<file path="src/rtl/acc_mac_pkg.sv">
// Shared constants and types for the custom-0 MAC accelerator responder.
// Opcode, funct3 encodings and FSM states.
package acc_mac_pkg;

  localparam logic [6:0] OPCODE_CUSTOM0 = 7'b0001011;

  typedef enum logic [2:0] {
    F3_MAC  = 3'b000,
    F3_MUL  = 3'b001,
    F3_ADD3 = 3'b010
  } f3_e;

  typedef enum logic {
    IDLE = 1'b0,
    BUSY = 1'b1
  } state_e;

endpackage

</file>
<file path="src/rtl/acc_mac_resp_fifo.sv">
// In-order response queue; the head entry drives the response channel.
// Elements are whatever packed response type the parent passes in.
module acc_mac_resp_fifo #(
  parameter type T     = logic,
  parameter int  Depth = 2,
  localparam int CntW  = $clog2(Depth + 1),
  localparam int PtrW  = (Depth > 1) ? $clog2(Depth) : 1
) (
  input  logic            clk_i,
  input  logic            rst_i,
  input  logic            push_i,
  input  T                din_i,
  input  logic            pop_i,
  output logic            full_o,
  output logic            empty_o,
  output logic [CntW-1:0] count_o,
  output T                head_o
);

  T                r_mem [Depth];
  logic [PtrW-1:0] r_wr;
  logic [PtrW-1:0] r_rd;
  logic [CntW-1:0] r_cnt;

  function automatic logic [PtrW-1:0] inc(input logic [PtrW-1:0] p);
    return (p == PtrW'(Depth - 1)) ? '0 : p + 1'b1;
  endfunction

  always_ff @(posedge clk_i) begin
    if (rst_i) begin
      r_wr  <= '0;
      r_rd  <= '0;
      r_cnt <= '0;
      for (int i = 0; i < Depth; i++) r_mem[i] <= '0;
    end else begin
      if (push_i) begin
        r_mem[r_wr] <= din_i;
        r_wr        <= inc(r_wr);
      end
      if (pop_i) r_rd <= inc(r_rd);
      if (push_i && !pop_i)      r_cnt <= r_cnt + 1'b1;
      else if (!push_i && pop_i) r_cnt <= r_cnt - 1'b1;
    end
  end

  assign empty_o = (r_cnt == '0);
  assign full_o  = (r_cnt == CntW'(Depth));
  assign count_o = r_cnt;
  assign head_o  = r_mem[r_rd];

endmodule

</file>
<file path="src/rtl/acc_mac_responder.sv">
// Accelerator endpoint: decodes custom-0 ops, runs ADD3 in one cycle and
// MUL/MAC on a bit-serial shift-add datapath, answering in order with the ID.
module acc_mac_responder
  import acc_mac_pkg::*;
#(
  parameter int                 DataWidth = 32,
  parameter int                 AddrWidth = 5,
  parameter int                 IdWidth   = 4,
  parameter logic [AddrWidth-1:0] AccAddr = '0,
  parameter int                 RespDepth = 2
) (
  input  logic                 clk_i,
  input  logic                 rst_i,
  input  logic [AddrWidth-1:0] q_addr_i,
  input  logic [31:0]          q_data_op_i,
  input  logic [DataWidth-1:0] q_data_arga_i,
  input  logic [DataWidth-1:0] q_data_argb_i,
  input  logic [DataWidth-1:0] q_data_argc_i,
  input  logic [IdWidth-1:0]   q_id_i,
  input  logic                 q_valid_i,
  output logic                 q_ready_o,
  output logic [DataWidth-1:0] p_data_o,
  output logic [IdWidth-1:0]   p_id_o,
  output logic                 p_error_o,
  output logic                 p_valid_o,
  input  logic                 p_ready_i
);

  localparam int CntW  = $clog2(DataWidth);
  localparam int FCntW = $clog2(RespDepth + 1);

  typedef struct packed {
    logic [DataWidth-1:0] data;
    logic [IdWidth-1:0]   id;
    logic                 error;
  } resp_t;

  state_e               r_state;
  state_e               w_state_nxt;
  logic [DataWidth-1:0] r_a;
  logic [DataWidth-1:0] r_b;
  logic [DataWidth-1:0] r_acc;
  logic [IdWidth-1:0]   r_id;
  logic [CntW-1:0]      r_cnt;

  logic                 w_f3_ok;
  logic                 w_is_mac;
  logic                 w_is_add3;
  logic                 w_legal;
  logic                 w_q_fire;
  logic                 w_start;
  logic                 w_push;
  resp_t                w_push_d;
  logic                 w_pop;
  logic                 w_full;
  logic                 w_empty;
  logic [FCntW-1:0]     w_count;
  resp_t                w_head;
  logic [DataWidth-1:0] w_acc_nxt;
  f3_e                  w_f3;

  assign w_f3 = f3_e'(q_data_op_i[14:12]);

  always_comb begin
    w_f3_ok   = 1'b0;
    w_is_mac  = 1'b0;
    w_is_add3 = 1'b0;
    unique case (1'b1)
      (w_f3 == F3_MAC):  begin w_f3_ok = 1'b1; w_is_mac  = 1'b1; end
      (w_f3 == F3_MUL):  w_f3_ok = 1'b1;
      (w_f3 == F3_ADD3): begin w_f3_ok = 1'b1; w_is_add3 = 1'b1; end
      default: ;
    endcase
  end

  assign w_legal = (q_addr_i == AccAddr)
                && (q_data_op_i[6:0] == OPCODE_CUSTOM0)
                && w_f3_ok;

  assign q_ready_o = (r_state == IDLE) && !w_full
                  && (w_count < FCntW'(RespDepth));
  assign w_q_fire  = q_valid_i && q_ready_o;
  assign w_acc_nxt = r_b[0] ? r_acc + r_a : r_acc;

  always_comb begin
    w_state_nxt = r_state;
    w_push      = 1'b0;
    w_push_d    = '0;
    w_start     = 1'b0;
    unique case (r_state)
      IDLE: if (w_q_fire) begin
        if (!w_legal) begin
          w_push         = 1'b1;
          w_push_d.id    = q_id_i;
          w_push_d.error = 1'b1;
        end else if (w_is_add3) begin
          w_push        = 1'b1;
          w_push_d.data = q_data_arga_i + q_data_argb_i + q_data_argc_i;
          w_push_d.id   = q_id_i;
        end else begin
          w_start     = 1'b1;
          w_state_nxt = BUSY;
        end
      end
      BUSY: if (r_cnt == '0) begin
        w_push        = 1'b1;
        w_push_d.data = w_acc_nxt;
        w_push_d.id   = r_id;
        w_state_nxt   = IDLE;
      end
      default: w_state_nxt = IDLE;
    endcase
  end

  always_ff @(posedge clk_i) begin
    if (rst_i) r_state <= IDLE;
    else       r_state <= w_state_nxt;
  end

  always_ff @(posedge clk_i) begin
    if (rst_i) begin
      r_a   <= '0;
      r_b   <= '0;
      r_acc <= '0;
      r_id  <= '0;
      r_cnt <= '0;
    end else if (w_start) begin
      r_a   <= q_data_arga_i;
      r_b   <= q_data_argb_i;
      r_acc <= w_is_mac ? q_data_argc_i : '0;
      r_id  <= q_id_i;
      r_cnt <= CntW'(DataWidth - 1);
    end else if (r_state == BUSY) begin
      r_acc <= w_acc_nxt;
      r_a   <= r_a << 1;
      r_b   <= r_b >> 1;
      r_cnt <= r_cnt - 1'b1;
    end
  end

  assign w_pop = p_valid_o && p_ready_i;

  acc_mac_resp_fifo #(
    .T     (resp_t),
    .Depth (RespDepth)
  ) u_fifo (
    .clk_i   (clk_i),
    .rst_i   (rst_i),
    .push_i  (w_push),
    .din_i   (w_push_d),
    .pop_i   (w_pop),
    .full_o  (w_full),
    .empty_o (w_empty),
    .count_o (w_count),
    .head_o  (w_head)
  );

  assign p_valid_o = !w_empty;
  assign p_data_o  = w_empty ? '0 : w_head.data;
  assign p_id_o    = w_empty ? '0 : w_head.id;
  assign p_error_o = w_empty ? 1'b0 : w_head.error;

endmodule
</file>
<file path="config.mk">
export PLATFORM = sky130hd
export DESIGN_NAME = acc_mac_responder
export DESIGN_NICKNAME = d
export VERILOG_FILES = /design/src/rtl/acc_mac_pkg.sv /design/src/rtl/acc_mac_resp_fifo.sv /design/src/rtl/acc_mac_responder.sv
export SDC_FILE = /design/constraint.sdc
export NUM_CORES = 1
export LEC_CHECK = 0
export BUFFER_PORTS_ARGS = -buffer_cell sky130_fd_sc_hd__buf_2
export CORE_MARGIN = 2
export CORE_UTILIZATION = 59
export DETAILED_ROUTE_END_ITERATION = 12
export GPL_TIMING_DRIVEN = 0
export PLACE_DENSITY = 0.82
export SETUP_SLACK_MARGIN = 0.2
export SLEW_MARGIN = 20
export SYNTH_ARGS = -nofsm -noshare
export SYNTH_HDL_FRONTEND = slang
export SYNTH_SLANG_ARGS = --single-unit
</file>
<file path="constraint.sdc">
create_clock -name clk_i -period 4.7 [get_ports clk_i]
set_input_delay 0.705 -clock clk_i [delete_from_list [all_inputs] [get_ports clk_i]]
set_output_delay 0.705 -clock clk_i [all_outputs]
set_load 0.005 [all_outputs]
</file>
==> flow_summary.toml <==
[status]
status = "complete, no violations"

[pwr]
power.ir.vdd_worst_v = 0.0002440
swShare_pct = 34.50
p_seq_share_pct = 39.7
p_leak_nw = 5.467
powerDensity_mw_per_mm2 = 316.8
power.net_switching_mw = 1.556
combinationalPowerShare_pct = 27.6
intPower_mw = 2.955
pwr-share-clk_pct = 32.7

[floorplan]
initial_utilization_pct = 59.64
core_area_mm2 = 0.02089
rows = 53
io_pins = 180
floorplan.die_area_mm2 = 0.02229
die_w_um = 149.3
die_y_um = 149.3

[sta]
hold_viol_final = 0
slew_headroom_pct = 25.20
fin_skew_ps = 14.24
slew_viol_final = 0
timing.final.crit_share_pct = 92.22
final_period_minus_worst_setup_slack_ps = 4334
holdWs_ps = 460.0
rsz0062_at_grt = "no"
achievable-frequency_mhz = 230.7
timing_worst_slew_pin_value_ps = 1118
tns_ps = 0
setup-violations-final = 0

[cts]
ctsLongestPathBuffers = 2
ctsHtreeMaxLevel = 4
number_of_cts_inserted_buffers = 17
cts_tree = "yes"
cts_root_buffer = "sky130_fd_sc_hd__clkbuf_16"
cts_setup_buffers = 0
clkSinkCount = 185
cts_resized = 0
clk_pin_slew_worst_paths_ps = 80
insertion_delay_ps = 450
cts_hold_buf = 0

[synthesis]
synth.net_count = 1657
multiplexer_share_of_the_synthesized_area_pct = 7.040
yosys.cell_types.count = 71
syn_area_per_cell_um2 = 8.773
post_synth_instance_area_mm2 = 0.01246
postSynthRegisterBits = 185
synth_async_sr_flop_share_pct = 0
synth_compound_gate_area_share_pct = 21.26
synthFlopType = "sky130_fd_sc_hd__dfxtp_1"
synth_fa_ha_area_share_pct = 11.63
synth_xor_area_share_pct = 4.007
synth_top_family_by_area = "compound AO/OA/AOI/OAI gates"
total_of_warnings_raised_by_yosys = 0
seq_total_area_yosys_pct = 35.67
synth_edf_count = 74
synthCells = 1420
synth_simple_gate_area_share_pct = 17.03

[cells_and_area]
fin_area_mm2 = 0.01424
layout-drive-gt1-share_pct = 14.10
filler_cell_count = 1719
final_common_cell = "sky130_fd_sc_hd__nor2_1"
multi_input_comb_area_mm2 = 0.007616
insertedDiodeCount = 0
mostFrequentLayoutCells = "sky130_fd_sc_hd__nor2_1 (223), sky130_fd_sc_hd__buf_2 (166), sky130_fd_sc_hd__a21oi_1 (155), sky130_fd_sc_hd__nand2_1 (115), sky130_fd_sc_hd__dfxtp_1 (111)"
regArea_mm2 = 0.004444
layout.nets = 1834
post-route-util_pct = 68.18
area_growth_pct = 14.32

[drt]
vias = 12050
route.detailed.drc = 0
first_iter_violations = 1368
detail_route.wl_per_cell_um = 22.35
post_drt_via_cell_ratio = 6.393
drt_pre_antenna_iters = 6
ant_nets = 0
drt-total-wl_mm = 42.13

[global_routing]
largest_net_degree_at_the_start_of_global_routing = 28
first_global_vias = 11478
grt_pass1_wl_mm = 63.80
initial_antenna_violation_count = 0
global_route.usage.total_pct = 38.08
gr_overflow_total = 0

[worst_hold_path]
min_path_cells = 2
hp-class = "reg -> reg"

[worst_setup_path]
worstSetupEndpointType = "flop"
crit_path_class = "in -> reg"
critical_path.startpoint_type = "input port"
path_max_fanout = 5
cells_on_worst_reg2reg_path = 8
worstPathRequired_ps = 4880
timing.critical_path.arrival_ps = 4520

[placed_design]
placedInstanceArea_mm2 = 0.01364
port_buffers = 156
gp_routability_congestion = 0.9980
hpwlAfterDp_mm = 32.02

[flow_run]
max-cap-violations = 0
[routing by layer]
layer  wire length [µm]  share of wire [%]  track usage, %
met1              17370                 41           52.48
met2              18910                 45           61.06
met3               4496                 11           6.024
met4               1356                3.2           13.67
met5                  0                  0               0
[area by class of cell]
type / instances / share of cell area [%]
Multi-Input combinational cell: 1128 / 53.47
Sequential cell: 185 / 31.20
Timing Repair Buffer: 158 / 5.816
Clock buffer: 17 / 2.987
Tap cell: 275 / 2.416
Buffer: 84 / 2.328
Clock inverter: 15 / 1.168
Inverter: 23 / 0.6062
[critical path: stages]
cell                       delay [ps]
sky130_fd_sc_hd__buf_2            130
sky130_fd_sc_hd__fa_1             460
sky130_fd_sc_hd__ha_1             260
sky130_fd_sc_hd__fa_1             460
sky130_fd_sc_hd__a21oi_1          240
sky130_fd_sc_hd__o21ai_0          170
sky130_fd_sc_hd__o22ai_1          490
sky130_fd_sc_hd__a311oi_1         350
sky130_fd_sc_hd__a31oi_1          270
sky130_fd_sc_hd__xor2_1           190
sky130_fd_sc_hd__nor2_1            50
sky130_fd_sc_hd__a221oi_1         640
sky130_fd_sc_hd__nor2_1            90
[power groups by stage]
stage	Sequential [mW]	Clock, mW	Combinational [mW]
2_1_floorplan	1.82	0	0.789
3_3_place_gp	1.83	0	1.18
3_5_place_dp	1.83	0	1.22
4_1_cts	1.79	1.46	1.23
5_1_grt	1.80	1.52	1.36
6_report	1.79	1.48	1.25
[per-stage QoR]
step	power [mW]	worst slack, ps	instances
5_1_grt	4.678	213.1	1885
4_1_cts	4.474	454.0	1885
6_report	4.511	365.8	1885
2_1_floorplan	2.609	1079	1420
3_5_place_dp	3.046	8.678	1853
3_3_place_gp	3.001	-347.0	1851
[cells in the mapped netlist, types with 9 or more instances]
| master | number | area (µm²) |
|---|---|---|
| sky130_fd_sc_hd__clkbuf_1 | 62 | 232.7 |
| sky130_fd_sc_hd__o22ai_1 | 9 | 56.30 |
| sky130_fd_sc_hd__ha_1 | 63 | 788.3 |
| sky130_fd_sc_hd__xor2_1 | 16 | 140.1 |
| sky130_fd_sc_hd__mux2i_1 | 82 | 820.8 |
| sky130_fd_sc_hd__edfxtp_1 | 74 | 2222 |
| sky130_fd_sc_hd__xnor2_1 | 41 | 359.1 |
| sky130_fd_sc_hd__a22oi_1 | 51 | 382.9 |
| sky130_fd_sc_hd__o21ai_0 | 43 | 215.2 |
| sky130_fd_sc_hd__o21bai_1 | 10 | 75.07 |
| sky130_fd_sc_hd__inv_1 | 23 | 86.33 |
| sky130_fd_sc_hd__fa_1 | 33 | 660.6 |
| sky130_fd_sc_hd__and3_1 | 9 | 56.30 |
| sky130_fd_sc_hd__a21o_1 | 22 | 165.2 |
| sky130_fd_sc_hd__nor3_1 | 31 | 155.2 |
| sky130_fd_sc_hd__dfxtp_1 | 111 | 2222 |
| sky130_fd_sc_hd__a31oi_1 | 11 | 68.82 |
| sky130_fd_sc_hd__nor2_1 | 223 | 837.1 |
| sky130_fd_sc_hd__nand3_1 | 22 | 110.1 |
| sky130_fd_sc_hd__nand2_1 | 115 | 431.7 |
| sky130_fd_sc_hd__buf_1 | 11 | 41.29 |
| sky130_fd_sc_hd__a211oi_1 | 49 | 367.9 |
| sky130_fd_sc_hd__nor2b_1 | 17 | 106.4 |
| sky130_fd_sc_hd__a21oi_1 | 155 | 775.7 |
| sky130_fd_sc_hd__nand4_1 | 11 | 68.82 |
| sky130_fd_sc_hd__buf_2 | 10 | 50.05 |
[final timing paths]
path	startpoint	to	slack, ps
max	q_data_arga_i[0]	u_fifo.r_mem[0][24]$_SDFFCE_PN0P_	370
min	r_b[10]$_SDFFE_PP0P_	r_b[10]$_SDFFE_PP0P_	460
max reg2reg	r_state$_SDFF_PP0_	u_fifo.r_mem[1][19]$_SDFFCE_PN0P_	980
min reg2reg	r_b[10]$_SDFFE_PP0P_	r_b[10]$_SDFFE_PP0P_	460
[registers in the layout, indices dropped and copies added (netlist names), named ones only]
name and flops:
r_id 4, r_cnt 5, r_a 32, r_b 32, u_fifo.r_wr 1, r_state 1
u_fifo.r_mem 74, u_fifo.count_o 2, r_acc 32, u_fifo.r_rd 1
[cells by family after synthesis]
family,Yosys count
muxes,87
DFF,185
buffers and inverters,107
and+or+nand+nor,475
AOI/OAI and AO/OA,413
adders and majority gates,96
xor gates and xnor gates,57
Note: power is estimated with default switching activity, not from simulation.
